$ cat config.mk
export PLATFORM = sky130hd
export DESIGN_NAME = multicycle_controller_flat
export DESIGN_NICKNAME = d
export VERILOG_FILES = /design/src/rtl/riscv_ctrl_pkg.sv /design/src/rtl/multicycle_controller_if.sv /design/src/rtl/alu_decoder.sv /design/src/rtl/multicycle_controller.sv /design/src/flat_wrapper.sv
export SDC_FILE = /design/constraint.sdc
export NUM_CORES = 1
export LEC_CHECK = 0
export ABC_AREA = 1
export CORE_MARGIN = 10
export CORE_UTILIZATION = 38
export DETAILED_ROUTE_END_ITERATION = 8
export PLACE_DENSITY = 0.78
export SYNTH_ARGS = -nofsm -noshare
export SYNTH_HDL_FRONTEND = slang
export SYNTH_SLANG_ARGS = --single-unit
$ cat constraint.sdc
create_clock -name clk -period 2.05 [get_ports clk]
set_input_delay 0.41 -clock clk [delete_from_list [all_inputs] [get_ports clk]]
set_output_delay 0.41 -clock clk [all_outputs]
set_load 0.03 [all_outputs]
$ cat src/rtl/riscv_ctrl_pkg.sv
// Shared types, opcode constants and control-field encodings for the multicycle RV32I controller.
package riscv_ctrl_pkg;

    localparam int unsigned OP_W     = 7;
    localparam int unsigned FUNCT3_W = 3;
    localparam int unsigned IMM_W    = 3;
    localparam int unsigned ALU_W    = 3;
    localparam int unsigned SEL_W    = 2;

    localparam logic [OP_W-1:0] OP_LOAD   = 7'b0000011;
    localparam logic [OP_W-1:0] OP_STORE  = 7'b0100011;
    localparam logic [OP_W-1:0] OP_RTYPE  = 7'b0110011;
    localparam logic [OP_W-1:0] OP_ITYPE  = 7'b0010011;
    localparam logic [OP_W-1:0] OP_BRANCH = 7'b1100011;
    localparam logic [OP_W-1:0] OP_JAL    = 7'b1101111;
    localparam logic [OP_W-1:0] OP_LUI    = 7'b0110111;
    localparam logic [OP_W-1:0] OP_AUIPC  = 7'b0010111;

    typedef enum logic [3:0] {
        S_FETCH,
        S_DECODE,
        S_MEMADR,
        S_MEMREAD,
        S_MEMWB,
        S_MEMWRITE,
        S_EXECUTER,
        S_EXECUTEI,
        S_ALUWB,
        S_BEQ,
        S_JAL,
        S_LUI,
        S_AUIPC,
        S_ILLEGAL
    } state_t;

    typedef enum logic [IMM_W-1:0] {
        IMM_I = 3'b000,
        IMM_S = 3'b001,
        IMM_B = 3'b010,
        IMM_J = 3'b011,
        IMM_U = 3'b100
    } immsrc_t;

    typedef enum logic [ALU_W-1:0] {
        ALU_ADD = 3'b000,
        ALU_SUB = 3'b001,
        ALU_AND = 3'b010,
        ALU_OR  = 3'b011,
        ALU_SLT = 3'b101
    } alucontrol_t;

    typedef enum logic [SEL_W-1:0] {
        RES_ALUOUT    = 2'b00,
        RES_DATA      = 2'b01,
        RES_ALURESULT = 2'b10
    } resultsrc_t;

    typedef enum logic [SEL_W-1:0] {
        SRCA_PC    = 2'b00,
        SRCA_OLDPC = 2'b01,
        SRCA_RD1   = 2'b10,
        SRCA_ZERO  = 2'b11
    } alusrca_t;

    typedef enum logic [SEL_W-1:0] {
        SRCB_RD2  = 2'b00,
        SRCB_IMM  = 2'b01,
        SRCB_FOUR = 2'b10
    } alusrcb_t;

    typedef enum logic [1:0] {
        ALUOP_ADD,
        ALUOP_SUB,
        ALUOP_FUNCT
    } aluop_t;

    // Immediate format is a pure function of the opcode, independent of FSM state.
    function automatic immsrc_t immsrc_decode(input logic [OP_W-1:0] op);
        case (op)
            OP_STORE:         return IMM_S;
            OP_BRANCH:        return IMM_B;
            OP_JAL:           return IMM_J;
            OP_LUI, OP_AUIPC: return IMM_U;
            default:          return IMM_I;
        endcase
    endfunction

endpackage

$ cat src/rtl/multicycle_controller_if.sv
// Control bundle between the multicycle controller (master) and the datapath/memory (slave).
interface multicycle_controller_if;
    import riscv_ctrl_pkg::*;

    logic [OP_W-1:0]     op;
    logic [FUNCT3_W-1:0] funct3;
    logic                funct7b5;
    logic                zero;
    logic                mem_ready;

    logic                mem_req;
    logic                memwrite;
    logic                adrsrc;
    logic                irwrite;
    logic                pcwrite;
    logic                regwrite;
    logic [SEL_W-1:0]    resultsrc;
    logic [SEL_W-1:0]    alusrca;
    logic [SEL_W-1:0]    alusrcb;
    logic [ALU_W-1:0]    alucontrol;
    logic [IMM_W-1:0]    immsrc;
    logic                illegal;

    modport master (
        input  op, funct3, funct7b5, zero, mem_ready,
        output mem_req, memwrite, adrsrc, irwrite, pcwrite, regwrite,
               resultsrc, alusrca, alusrcb, alucontrol, immsrc, illegal
    );

    modport slave (
        output op, funct3, funct7b5, zero, mem_ready,
        input  mem_req, memwrite, adrsrc, irwrite, pcwrite, regwrite,
               resultsrc, alusrca, alusrcb, alucontrol, immsrc, illegal
    );
endinterface

$ cat src/rtl/alu_decoder.sv
// Maps the controller's ALU op class plus instruction function fields to an ALU control code.
module alu_decoder
    import riscv_ctrl_pkg::*;
(
    input  aluop_t              aluop,
    input  logic [FUNCT3_W-1:0] funct3,
    input  logic                op5,
    input  logic                funct7b5,
    output logic [ALU_W-1:0]    alucontrol
);

    always_comb begin
        alucontrol = ALU_ADD;
        case (aluop)
            ALUOP_SUB: alucontrol = ALU_SUB;
            ALUOP_FUNCT: begin
                case (funct3)
                    // I-type has op[5]=0, so addi never turns into a subtract.
                    3'b000:  alucontrol = (op5 && funct7b5) ? ALU_SUB : ALU_ADD;
                    3'b010:  alucontrol = ALU_SLT;
                    3'b110:  alucontrol = ALU_OR;
                    3'b111:  alucontrol = ALU_AND;
                    default: alucontrol = ALU_ADD;
                endcase
            end
            default: alucontrol = ALU_ADD;
        endcase
    end

endmodule

$ cat src/rtl/multicycle_controller.sv
// Moore FSM sequencing ALU, register file, IR and unified memory for the multicycle RV32I core.
module multicycle_controller
    import riscv_ctrl_pkg::*;
(
    input  logic                    clk,
    input  logic                    reset,
    multicycle_controller_if.master bus
);

    state_t           state_q;
    state_t           state_d;
    aluop_t           aluop;
    logic [ALU_W-1:0] alucontrol;
    logic             mem_req;
    logic             memwrite;
    logic             adrsrc;
    logic             irwrite;
    logic             pcwrite;
    logic             regwrite;
    logic             illegal;
    resultsrc_t       resultsrc;
    alusrca_t         alusrca;
    alusrcb_t         alusrcb;

    alu_decoder u_alu_decoder (
        .aluop      (aluop),
        .funct3     (bus.funct3),
        .op5        (bus.op[5]),
        .funct7b5   (bus.funct7b5),
        .alucontrol (alucontrol)
    );

    always_ff @(posedge clk or posedge reset) begin
        if (reset) state_q <= S_FETCH;
        else       state_q <= state_d;
    end

    // Next state and per-state control outputs.
    always_comb begin
        state_d   = state_q;
        mem_req   = 1'b0;
        memwrite  = 1'b0;
        adrsrc    = 1'b0;
        irwrite   = 1'b0;
        pcwrite   = 1'b0;
        regwrite  = 1'b0;
        illegal   = 1'b0;
        resultsrc = RES_ALUOUT;
        alusrca   = SRCA_PC;
        alusrcb   = SRCB_RD2;
        aluop     = ALUOP_ADD;

        case (state_q)
            S_FETCH: begin
                mem_req   = 1'b1;
                alusrcb   = SRCB_FOUR;
                resultsrc = RES_ALURESULT;
                irwrite   = bus.mem_ready;
                pcwrite   = bus.mem_ready;
                if (bus.mem_ready) state_d = S_DECODE;
            end
            S_DECODE: begin
                // Precompute branch/jump target into ALUOut.
                alusrca = SRCA_OLDPC;
                alusrcb = SRCB_IMM;
                case (bus.op)
                    OP_LOAD, OP_STORE: state_d = S_MEMADR;
                    OP_RTYPE:          state_d = S_EXECUTER;
                    OP_ITYPE:          state_d = S_EXECUTEI;
                    OP_BRANCH:         state_d = S_BEQ;
                    OP_JAL:            state_d = S_JAL;
                    OP_LUI:            state_d = S_LUI;
                    OP_AUIPC:          state_d = S_AUIPC;
                    default:           state_d = S_ILLEGAL;
                endcase
            end
            S_MEMADR: begin
                alusrca = SRCA_RD1;
                alusrcb = SRCB_IMM;
                state_d = bus.op[5] ? S_MEMWRITE : S_MEMREAD;
            end
            S_MEMREAD: begin
                mem_req   = 1'b1;
                adrsrc    = 1'b1;
                resultsrc = RES_ALUOUT;
                if (bus.mem_ready) state_d = S_MEMWB;
            end
            S_MEMWB: begin
                resultsrc = RES_DATA;
                regwrite  = 1'b1;
                state_d   = S_FETCH;
            end
            S_MEMWRITE: begin
                mem_req  = 1'b1;
                memwrite = 1'b1;
                adrsrc   = 1'b1;
                if (bus.mem_ready) state_d = S_FETCH;
            end
            S_EXECUTER: begin
                alusrca = SRCA_RD1;
                alusrcb = SRCB_RD2;
                aluop   = ALUOP_FUNCT;
                state_d = S_ALUWB;
            end
            S_EXECUTEI: begin
                alusrca = SRCA_RD1;
                alusrcb = SRCB_IMM;
                aluop   = ALUOP_FUNCT;
                state_d = S_ALUWB;
            end
            S_ALUWB: begin
                resultsrc = RES_ALUOUT;
                regwrite  = 1'b1;
                state_d   = S_FETCH;
            end
            S_BEQ: begin
                // funct3[0] distinguishes bne from beq.
                alusrca   = SRCA_RD1;
                alusrcb   = SRCB_RD2;
                aluop     = ALUOP_SUB;
                resultsrc = RES_ALUOUT;
                pcwrite   = bus.zero ^ bus.funct3[0];
                state_d   = S_FETCH;
            end
            S_JAL: begin
                alusrca   = SRCA_OLDPC;
                alusrcb   = SRCB_FOUR;
                resultsrc = RES_ALUOUT;
                pcwrite   = 1'b1;
                state_d   = S_ALUWB;
            end
            S_LUI: begin
                alusrca = SRCA_ZERO;
                alusrcb = SRCB_IMM;
                state_d = S_ALUWB;
            end
            S_AUIPC: begin
                alusrca = SRCA_OLDPC;
                alusrcb = SRCB_IMM;
                state_d = S_ALUWB;
            end
            S_ILLEGAL: begin
                illegal = 1'b1;
                state_d = S_ILLEGAL;
            end
            default: state_d = S_FETCH;
        endcase

        // Reset suppresses every side effect immediately, not just from the next edge.
        if (reset) begin
            mem_req  = 1'b0;
            memwrite = 1'b0;
            irwrite  = 1'b0;
            pcwrite  = 1'b0;
            regwrite = 1'b0;
            illegal  = 1'b0;
        end
    end

    assign bus.mem_req    = mem_req;
    assign bus.memwrite   = memwrite;
    assign bus.adrsrc     = adrsrc;
    assign bus.irwrite    = irwrite;
    assign bus.pcwrite    = pcwrite;
    assign bus.regwrite   = regwrite;
    assign bus.resultsrc  = resultsrc;
    assign bus.alusrca    = alusrca;
    assign bus.alusrcb    = alusrcb;
    assign bus.alucontrol = alucontrol;
    assign bus.immsrc     = immsrc_decode(bus.op);
    assign bus.illegal    = illegal;

endmodule

$ cat src/flat_wrapper.sv
// flat-port wrapper written by rule: the top's interface ports become plain ports
module multicycle_controller_flat import riscv_ctrl_pkg::*;
  (clk, reset, bus_op, bus_funct3, bus_funct7b5, bus_zero, bus_mem_ready, bus_mem_req, bus_memwrite, bus_adrsrc, bus_irwrite, bus_pcwrite, bus_regwrite, bus_resultsrc, bus_alusrca, bus_alusrcb, bus_alucontrol, bus_immsrc, bus_illegal);
  multicycle_controller_if bus_i ();
  input  logic clk;
  input  logic reset;
  input wire logic [$bits(bus_i.op)-1:0] bus_op;
  input wire logic [$bits(bus_i.funct3)-1:0] bus_funct3;
  input wire logic [$bits(bus_i.funct7b5)-1:0] bus_funct7b5;
  input wire logic [$bits(bus_i.zero)-1:0] bus_zero;
  input wire logic [$bits(bus_i.mem_ready)-1:0] bus_mem_ready;
  output wire logic [$bits(bus_i.mem_req)-1:0] bus_mem_req;
  output wire logic [$bits(bus_i.memwrite)-1:0] bus_memwrite;
  output wire logic [$bits(bus_i.adrsrc)-1:0] bus_adrsrc;
  output wire logic [$bits(bus_i.irwrite)-1:0] bus_irwrite;
  output wire logic [$bits(bus_i.pcwrite)-1:0] bus_pcwrite;
  output wire logic [$bits(bus_i.regwrite)-1:0] bus_regwrite;
  output wire logic [$bits(bus_i.resultsrc)-1:0] bus_resultsrc;
  output wire logic [$bits(bus_i.alusrca)-1:0] bus_alusrca;
  output wire logic [$bits(bus_i.alusrcb)-1:0] bus_alusrcb;
  output wire logic [$bits(bus_i.alucontrol)-1:0] bus_alucontrol;
  output wire logic [$bits(bus_i.immsrc)-1:0] bus_immsrc;
  output wire logic [$bits(bus_i.illegal)-1:0] bus_illegal;
  assign bus_i.op = bus_op;
  assign bus_i.funct3 = bus_funct3;
  assign bus_i.funct7b5 = bus_funct7b5;
  assign bus_i.zero = bus_zero;
  assign bus_i.mem_ready = bus_mem_ready;
  assign bus_mem_req = bus_i.mem_req;
  assign bus_memwrite = bus_i.memwrite;
  assign bus_adrsrc = bus_i.adrsrc;
  assign bus_irwrite = bus_i.irwrite;
  assign bus_pcwrite = bus_i.pcwrite;
  assign bus_regwrite = bus_i.regwrite;
  assign bus_resultsrc = bus_i.resultsrc;
  assign bus_alusrca = bus_i.alusrca;
  assign bus_alusrcb = bus_i.alusrcb;
  assign bus_alucontrol = bus_i.alucontrol;
  assign bus_immsrc = bus_i.immsrc;
  assign bus_illegal = bus_i.illegal;
  multicycle_controller u_core (.clk(clk), .reset(reset), .bus(bus_i));
endmodule
==> impl_results.md, run 1 <==
- Worst Setup Start Kind: flop
- Async SR Flop Fraction: 100%
- Element type at the critical path end: output port
- Hold WC Path Type: primary input to async pin
- P&R area growth vs syn: 96.9%
- Final RePlAce weighted congestion: 0.884
- CP required: 1.64 ns
- Antenna Cells: 0
- Max Freq: 462 MHz
- Met1 Usage GRT: 15.1%
- Max FO, Critical Path: 3
- Synth Flop Type: dfrtp_1
- Vias in the first global route: 900
- Layout net count: 197
- Setup CP Type: flop to output port
- Hold buffers post-CTS: 0
- TritonCTS clock tree: done
- DRC Markers: 0
- Worst Skew: 0.000206 ns
- Status: complete, but fails checks
- Ports: 34
- Syn Inst Count: 119
- Sink count of the clock tree: 4
- CTS H-tree depth: 1
- Global-route usage over all layers: 13.2%
- Clock-pin slew on the worst setup and hold paths: 0.04 ns
- Antenna Violating Nets Remaining: 0
- Mapped Area: 642 um^2
- Biggest regs: u_core.state_q: 4 flops
- Count of different cell masters after synthesis: 23
- I/O Buffers: 33
- Max clock buf depth: 2
- Routed length per instance: 15.0 um
- Final Hold Fails: 0
- Commonest cells post-synth: nand2_1 (33), nor2_1 (24), inv_1 (20), a21oi_1 (5), nand3_1 (5)
- Iter 0 DRT Violations: 28
- First-pass iteration count of the detailed router: 4
- Vias/cell: 5.20
- Relative slew slack: 79.6%
- #FFs+latches synth: 4
- Met3 Resource Use GR: 2.26%
- Congestion Overflow GR: 0
- Critical Path AT: 1.76 ns
- Maxcap violations: 0
- Register Area: 101 um^2
- Setup-failing EPs final: 5
- Tot Pwr: 1400 uW
- Core Area: 1560 um^2
- Largest net degree at the start of global routing: 8
- Fin crit share: 106%
- Worst slew pin tran: 0.307 ns
- Share of layout cells above drive strength 1: 44.9%
- Top cell type by total area after synthesis: nand2_1
- Pwr dens: 1100 nW/um^2
- Multi-input gate area: 554 um^2
- Fraction of the yosys area taken by sequential cells: 15.6%
- Initial antenna violation count: 0
- Synth area leaders: nand2_1 (19%), dfrtp_1 (16%), nor2_1 (14%), inv_1 (12%), a21oi_1 (3.9%)
- Mapped Nets: 136
- Starting Density: 41.2%
- Max reg flops: 4
- Post-synth top area share: 19.3%
- Met2 Track Usage GR: 23.7%
- Fillers: 114
- Fin Setup TNS: -0.356 ns
- Failing checks: negative setup slack
- Final HPWL DP: 2140 um
- Worst Setup SP: u_core.state_q[2]
- Die span in y: 61.1 um
- Die Wd: 61.1 um
- Pins over their slew limit: 0
- Min Clock Period, post-route: 2.17 ns
- Peak supply drop: 878 uV
- YS warnings: 0
- Reg-to-reg startpoint: u_core.state_q[2]
- Lkg Pwr: 0.000666 uW
- Die area: 3730 um^2
- Total CTS buffers: 3
- Most numerous cell in the Yosys netlist: nand2_1
- RSZ-0062 raised after global routing: true
- Min setup slack post-route: -0.116 ns
- Syn Area/Cell: 5.39 um^2
- Root buf cell: clkbuf_4
- Final WL: 2900 um
- DR vias: 1,008
- Post-synth EDFFs: 0
- First-pass GRT wire length: 3850 um
- Row count: 14
- Most flops, register: u_core.state_q
- Clock Latency Late Sink: 0.25 ns
- Grt peak-use layer: met2
## cell type report
cell class / count / share of cell area (%)
Multi-Input combinational cell: 92 / 43.9
Inverter: 23 / 7.03
Tap cell: 16 / 1.58
Sequential cell: 4 / 8.02
Clock buffer: 3 / 1.78
Timing Repair Buffer: 56 / 37.7
## worst max-delay path, cell delays in order, from the launching register on
cell and delay (ns):
dfrtp_1 0.41, nor2_2 0.16, inv_2 0.06, nor2_2 0.11
inv_1 0.07, ha_2 0.18, nand2_2 0.06, buf_6 0.09
nor2_2 0.03, nor2_2 0.12, a21oi_2 0.07, buf_6 0.14
## power breakdown
group          total (uW)  switching, uW  internal (uW)
sequential            151           40.6            111
clock                 107           40.5           66.0
combinational        1140            660            478
## layout by cell type, fill, tap and decap left out, types with 3 or more instances in the layout
cell type	instances
buf_4	34
nand2_1	31
nor2_1	15
inv_1	14
clkdlybuf4s50_1	13
nor2_2	10
inv_2	8
buf_6	5
nand3_1	4
nand4_1	3
a21oi_1	3
nand2_2	3
nor2_4	3
clkbuf_4	3
dfrtp_1	3
## cells by family after synthesis
logic type,count (synthesis),share of synthesized area (%)
AOI/OAI and AO/OA,14,13.8
DFF,4,15.6
xor gates and xnor gates,1,1.36
adders and majority gates,2,3.90
buffers and inverters,23,13.4
and+or+nand+nor,75,51.9
## metrics by stage
step	instance area [um^2]	util [%]	setup slack [ns]	hold WS, ns	cells
2_1_floorplan	662	-	0.0250	0.176	119
3_3_place_gp	1090	70.1	-0.0511	0.664	184
3_5_place_dp	1090	70.1	-0.0831	0.663	184
4_1_cts	1130	72.6	-0.128	0.552	187
5_1_grt	1260	81.1	-0.239	0.607	194
6_report	1260	81.1	-0.116	0.541	194
## per-layer routing
layer  routed length [um]  part of all wire, %  vias up
met3                  182                  6.3        6
met1                 1130                   39      470
met5                    0                    0        -
li1                     -                    -      495
met4                   42                  1.4        0
met2                 1550                   53       37
## path summary, 6_finish.rpt
path	cells past startpoint	slack (ns)	end
max	11	-0.12	bus_alucontrol[0]
max in group asynchronous	2	1.34	u_core.state_q[0]
min reg2reg	3	0.72	u_core.state_q[3]
max reg2reg	11	0.42	u_core.state_q[2]
min in group clk	5	0.63	u_core.state_q[3]
min	2	0.54	u_core.state_q[3]
## timing repair
action,in CTS,in global routing
cloned,0,0
pin swaps,2,9
buffers inserted,0,8
resized for setup,14,26
endpoints found under the setup margin,7,9
(Power assumes the default switching activity.)
==> run 2: changes to the inputs <==
--- a/config.mk
+++ b/config.mk
@@ -9,7 +9,8 @@
 export CORE_MARGIN = 10
 export CORE_UTILIZATION = 38
 export DETAILED_ROUTE_END_ITERATION = 8
-export PLACE_DENSITY = 0.78
+export PLACE_DENSITY_LB_ADDON = 0.08
+export SLEW_MARGIN = 0
 export SYNTH_ARGS = -nofsm -noshare
 export SYNTH_HDL_FRONTEND = slang
 export SYNTH_SLANG_ARGS = --single-unit
==> run 2 against run 1 <==
  * First-iteration DRC count did not move
  * Critical path depth fell by 3
  * The flow still finishes with violations (negative setup slack)
  * Via count up 0.69%
==> impl_results.md, run 2 (synthesis results as in run 1) <==
- Die Wd: 61.1 um (unchanged)
- Flop2flop setup slack: 0.55 ns (+0.13 ns)
- Lkg Pwr: 0.000711 uW (+6.7%)
- Slowest cell on crit path: dfrtp_2
- Routed length per instance: 14.6 um (-2.5%)
- CTS H-tree depth: 1 (unchanged)
- P&R area growth vs syn: 111%
- Vias/cell: 5.13 (-1.3%)
- Antenna Cells: 0 (unchanged)
- RSZ-0062 raised after global routing: true
- Min setup slack post-route: -0.0635 ns (+0.0527 ns)
- Clock-pin slew on the worst setup and hold paths: 0.04 ns (about the same)
- Die area: 3730 um^2 (unchanged)
- CP cell instances: buf_6 -> nand2_4 -> nor2_4 -> inv_2 -> ha_4 -> buf_6 -> nor4_4 -> buf_6
- Worst Skew: 0.00155 ns (+0.00134 ns)
- Root buf cell: clkbuf_4
- Antenna Violating Nets Remaining: 0 (unchanged)
- Min Clock Period, post-route: 2.11 ns (-0.0527 ns)
- Clock Latency Late Sink: 0.23 ns (-0.02 ns)
- Placed Cells incl. Taps: 187 (+1.6%)
- Iter 0 DRT Violations: 28 (unchanged)
- Row count: 14 (unchanged)
- Global-route usage over all layers: 13.9% (+0.72 points)
- DRC Markers: 0 (unchanged)
- Most used cell, CP: buf_6
- Worst Setup Start Kind: flop
- Critical Path AT: 1.70 ns (-0.06 ns)
- First-pass GRT wire length: 3970 um (+3.0%)
- TritonCTS clock tree: done
- Final Hold Fails: 0 (unchanged)
- I/O Buffers: 33 (unchanged)
- Most flops, register: u_core.state_q
- Largest net degree at the start of global routing: 6 (-2)
- Ports: 34 (unchanged)
- Fin crit share: 103% (-2.6 points)
- Element type at the critical path end: output port
- Setup-failing EPs final: 3 (-2)
- Maxcap violations: 0 (unchanged)
- Vias in the first global route: 946 (+5.1%)
- Hold buffers post-CTS: 0 (unchanged)
- Most frequent cells in the layout: buf_4 (36), nand2_1 (31), nor2_1 (17)
- Congestion Overflow GR: 0 (unchanged)
- Die span in y: 61.1 um (unchanged)
- Final WL: 2890 um (-0.52%)
- Sink count of the clock tree: 4 (unchanged)
- CP required: 1.64 ns (about the same)
- Post-layout util: 86.9% (+5.9 points)
- Pwr dens: 1030 nW/um^2 (-6.8%)
- Commonest non-fill, non-tap cell in the layout: buf_4
- Slowest stage delay, CP: 0.41 ns (about the same)
- Total CTS buffers: 3 (unchanged)
- Max reg flops: 4 (unchanged)
- Fin Setup TNS: -0.105 ns (+0.251 ns)
- Crit Reg-Reg Endpoint: u_core.state_q[0]
- Final RePlAce weighted congestion: 0.891 (+0.71%)
- Pins over their slew limit: 0 (unchanged)
- Failing checks: negative setup slack
- Max clock buf depth: 2 (unchanged)
- Max Freq: 473 MHz (+2.5%)
- Reg-to-reg startpoint: u_core.state_q[2]
- Initial antenna violation count: 0 (unchanged)
- Fillers: 87 (-24%)
- Layout net count: 201 (+2.0%)
- First-pass iteration count of the detailed router: 4 (unchanged)
- Share of layout cells above drive strength 1: 46.7% (+1.8 points)
- Peak supply drop: 541 uV (-38%)
- Biggest regs: u_core.state_q: 4 flops
- DR vias: 1,015 (+0.69%)
- Relative slew slack: 80.0% (+0.33 points)
- Cell count of the worst reg-to-reg path: 10 (-1)
- Core Area: 1560 um^2 (unchanged)
- Status: complete, but fails checks
- Max FO, Critical Path: 3 (unchanged)
- Setup CP Type: flop to output port
- Starting Density: 41.2% (unchanged)
- Worst slew pin tran: 0.302 ns (-0.00500 ns)
- Final HPWL DP: 2030 um (-5.5%)
- Hold WC Path Type: primary input to async pin
- Final std cells w/o fill: 198 (+2.1%)
-- run 2: changes by cell type in the layout (fill, tap and decap cells not counted), moves of 2 or more --
cell and change:
buf_4 +2, buf_6 +3, inv_1 -2, inv_2 +2
nand2_2 -2, nand2_4 +2, nor2_1 +2, nor2_2 -8
nor2_4 +6
-- run 2: layout make-up --
class	count	area, um^2	share of cell area [%]
Tap cell	16	20.0	1.48
Sequential cell	4	101	7.48
Clock buffer	3	22.5	1.66
Timing Repair Buffer	60	532	39.2
Multi-Input combinational cell	92	591	43.6
Inverter	23	88.8	6.56
-- run 2: power breakdown --
| group | internal, uW | switching, uW |
|---|---|---|
| sequential | 110 | 28.5 |
| clock | 65.4 | 31.5 |
| combinational | 481 | 679 |
-- run 2: metal layers --
layer | global-route usage (%) | vias up | share of wire [%]
met5 | 0 | - | 0
met4 | 4.89 | 0 | 2.2
met3 | 3.29 | 8 | 5.7
met2 | 27.2 | 36 | 56
met1 | 13.8 | 464 | 36
li1 | - | 507 | -
-- run 2: stage by stage --
stage	hold WS (ns)	setup slack, ns	total power [uW]	instance area (um^2)
floorplan	0.176	0.0250	681	662
global placement	0.639	-0.251	1060	1110
detailed placement	0.665	-0.285	1070	1110
CTS	0.492	-0.0482	1270	1230
global route	0.512	-0.143	1490	1360
finish	0.488	-0.0635	1400	1360
-- run 2: worst max path at each step --
| stage | startpoint | endpoint |
|---|---|---|
| 6_report | u_core.state_q[2] | bus_alucontrol[2] |
| 5_1_grt | u_core.state_q[3] | bus_alucontrol[2] |
| 4_1_cts | u_core.state_q[2] | bus_alucontrol[2] |
| 3_5_place_dp | u_core.state_q[2] | bus_alucontrol[0] |
| 3_3_place_gp | u_core.state_q[2] | bus_alucontrol[0] |
| 2_1_floorplan | u_core.state_q[3] | bus_alucontrol[0] |
-- run 2: timing repair --
item | 4_1_cts | 5_1_grt
pin swaps | 7 | 10
setup buffers | 3 | 6
endpoints found under the setup margin | 6 | 8
gates resized for setup | 37 | 23
-- run 2: critical path: cells and delay by family, from the launching register on --
| kind | cells | cell delay (ns) |
|---|---|---|
| flops | 1 | 0.41 |
| buf+inv | 4 | 0.46 |
| simple gates | 3 | 0.38 |
| fa+ha+maj | 1 | 0.21 |
==> run 3: changes to the inputs <==
--- a/config.mk
+++ b/config.mk
@@ -7,9 +7,11 @@
 export LEC_CHECK = 0
 export ABC_AREA = 1
 export CORE_MARGIN = 10
-export CORE_UTILIZATION = 38
+export CORE_UTILIZATION = 40
 export DETAILED_ROUTE_END_ITERATION = 8
+export DONT_BUFFER_PORTS = 1
 export PLACE_DENSITY_LB_ADDON = 0.08
+export RECOVER_POWER = 50
 export SLEW_MARGIN = 0
 export SYNTH_ARGS = -nofsm -noshare
 export SYNTH_HDL_FRONTEND = slang
==> run 3 against run 2 <==
  * Sequential power is 17% higher
  * Clock power grew 2.6%
  * Largest cell class unchanged
  * Total power decreased by 18%
  * Cell count down 16%
  * The run still ends with negative setup slack left
==> impl_results.md, run 3 (synthesis results as in run 1) <==
- Total CTS buffers: 3 (unchanged)
- Die area: 3610 um^2 (-3.4%)
- Row count: 14 (unchanged)
- Vias in the first global route: 839 (-11%)
- Final RePlAce weighted congestion: 0.916 (+2.8%)
- Clock Latency Late Sink: 0.24 ns (about the same)
- Critical Path AT: 1.66 ns (-0.04 ns)
- CTS H-tree depth: 1 (unchanged)
- Placed Area: 825 um^2 (-26%)
- Share of layout cells above drive strength 1: 39.7% (-7.0 points)
- Maxcap violations: 0 (unchanged)
- DRC Markers: 0 (unchanged)
- Switch Pwr: 655 uW (-11%)
- Hold WC Path Type: primary input to flop
- Clock group share of total power: 8.7% (+1.7 points)
- Failing checks: negative setup slack
- Antenna Violating Nets Remaining: 0 (unchanged)
- Clock-pin slew on the worst setup and hold paths: 0.04 ns (about the same)
- Congestion Overflow GR: 0 (unchanged)
- Lkg Pwr: 0.000535 uW (-25%)
- Fin area: 1000 um^2 (-26%)
- CP cell instances: inv_2 -> nand2_2 -> nor2_4 -> inv_2 -> ha_4 -> nand2_4 -> nor2_2 -> nor2_1 -> a21oi_1 -> buf_4
- Reg-to-reg startpoint: u_core.state_q[2]
- Root buf cell: clkbuf_4
- Setup-failing EPs final: 2 (-1)
- Placed Cells incl. Taps: 154 (-18%)
- Reg power frac: 14.2% (+4.3 points)
- Routed length per instance: 13.8 um (-5.3%)
- Relative slew slack: 77.5% (-2.5 points)
- Biggest regs: u_core.state_q: 4 flops
- DP Worst Slack: 0.0913 ns (+0.377 ns)
- Internal: 493 uW (-25%)
- Hold slack: 0.377 ns (-0.111 ns)
- Starting Density: 42.6% (+1.4 points)
- Hold Crit Start: bus_mem_ready
- Pwr dens: 1140 nW/um^2 (+11%)
- First-pass iteration count of the detailed router: 5 (+1)
- Slowest cell on crit path: dfrtp_1
- Antenna Cells: 0 (unchanged)
- Final WL: 2310 um (-20%)
- Most frequent cells in the layout: nand2_1 (32), buf_4 (24), nor2_1 (18)
- Pins over their slew limit: 0 (unchanged)
- Fin crit share: 101% (-1.9 points)
- Final std cells w/o fill: 167 (-16%)
- Element type at the critical path end: output port
- Post-layout util: 66.6% (-20 points)
- Max FO, Critical Path: 4 (+1)
- Final Hold Fails: 0 (unchanged)
- Worst Skew: 0.00461 ns (+0.00306 ns)
- Final HPWL DP: 1830 um (-9.9%)
- Iter 0 DRT Violations: 34 (+21%)
- First-pass GRT wire length: 3400 um (-14%)
- Ports: 34 (unchanged)
- CP required: 1.64 ns (about the same)
- Comb power frac: 77.2% (-5.9 points)
- P&R area growth vs syn: 56.3%
- Setup CP Type: flop to output port
- Vias/cell: 5.15 (+0.46%)
- Die span in y: 60.1 um (-1.7%)
- Largest net degree at the start of global routing: 8 (+2)
- Most flops, register: u_core.state_q
- Peak supply drop: 627 uV (+16%)
- Global-route usage over all layers: 12.1% (-1.8 points)
- Commonest non-fill, non-tap cell in the layout: nand2_1
- Max clock buf depth: 2 (unchanged)
- TritonCTS clock tree: done
- Status: complete, but fails checks
- Slowest stage delay, CP: 0.40 ns (about the same)
- Max reg flops: 4 (unchanged)
- Max Freq: 482 MHz (+1.9%)
- Sw Share: 57.1% (+4.1 points)
- Sink count of the clock tree: 4 (unchanged)
- Die Wd: 60.1 um (-1.7%)
- DR vias: 860 (-15%)
- Min setup slack post-route: -0.0236 ns (+0.0399 ns)
- Most used cell, CP: inv_2
- Initial antenna violation count: 0 (unchanged)
- Min Clock Period, post-route: 2.07 ns (-0.0399 ns)
- Fillers: 131 (+51%)
- RSZ-0062 raised after global routing: true
- Core Area: 1510 um^2 (-3.4%)
- Layout net count: 170 (-15%)
- Worst Setup SP: u_core.state_q[1]
- I/O Buffers: 0 (-100%)
- Worst slew pin tran: 0.334 ns (+0.0323 ns)
- Worst Setup Start Kind: flop
[run 3: cell types whose count changed in the layout (fill, tap and decap cells not counted), sizes merged]
cell / previous run / this run
buf: 45 / 27
clkbuf: 3 / 4
clkdlybuf4s50: 13 / 0
dlygate4sd2: 1 / 0
dlygate4sd3: 0 / 1
dlymetal6s2s: 1 / 0
[run 3: per-layer routing]
metal | global-route usage, % | up-vias | share of wire, %
met5 | 0 | - | 0
met2 | 20.6 | 36 | 50
met4 | 8.01 | 0 | 1.9
li1 | - | 443 | -
met3 | 2.97 | 6 | 7.6
met1 | 12.7 | 375 | 40
[run 3: stage by stage]
stage               total power, uW  setup TNS [ns]
floorplan                       681               0
global placement                900               0
detailed placement              909               0
CTS                            1120         -0.0223
global route                   1240          -0.379
finish                         1150         -0.0305
[run 3: worst paths after layout]
kind	cells past startpoint	slack, ns	endpoint
min reg2reg	3	0.71	u_core.state_q[3]
max reg2reg	9	0.23	u_core.state_q[0]
min	1	0.38	u_core.state_q[1]
max in group asynchronous	2	1.34	u_core.state_q[2]
max	10	-0.02	bus_alucontrol[0]
min in group asynchronous	2	0.52	u_core.state_q[3]
[run 3: worst max-delay path, delay by kind of cell (launching register included)]
kind,cells,cell delay (ns)
compound gates,1,0.07
fa+ha+maj,1,0.16
buf+inv,3,0.33
flops,1,0.40
simple gates,5,0.45
[run 3: final cells by class]
class | count | area [um^2] | share of cell area (%)
Sequential cell | 4 | 103 | 10.2
Multi-Input combinational cell | 92 | 544 | 54.2
Clock buffer | 3 | 22.5 | 2.24
Inverter | 23 | 86.3 | 8.60
Timing Repair Buffer | 29 | 228 | 22.7
Tap cell | 16 | 20.0 | 2.00
[run 3: what timing repair did]
item,in CTS,in global routing
setup buffers,5,4
pin swaps,4,1
endpoints found under the setup margin,4,6
gates resized for setup,20,10
hold endpoints to repair,4,0
hold buffers,1,0
[run 3: power groups by stage]
stage	clock (uW)	combinational [uW]	sequential, uW
floorplan	0	542	140
global placement	0	757	143
detailed placement	0	764	145
CTS	101	871	153
global route	113	964	167
finish	99.5	886	163
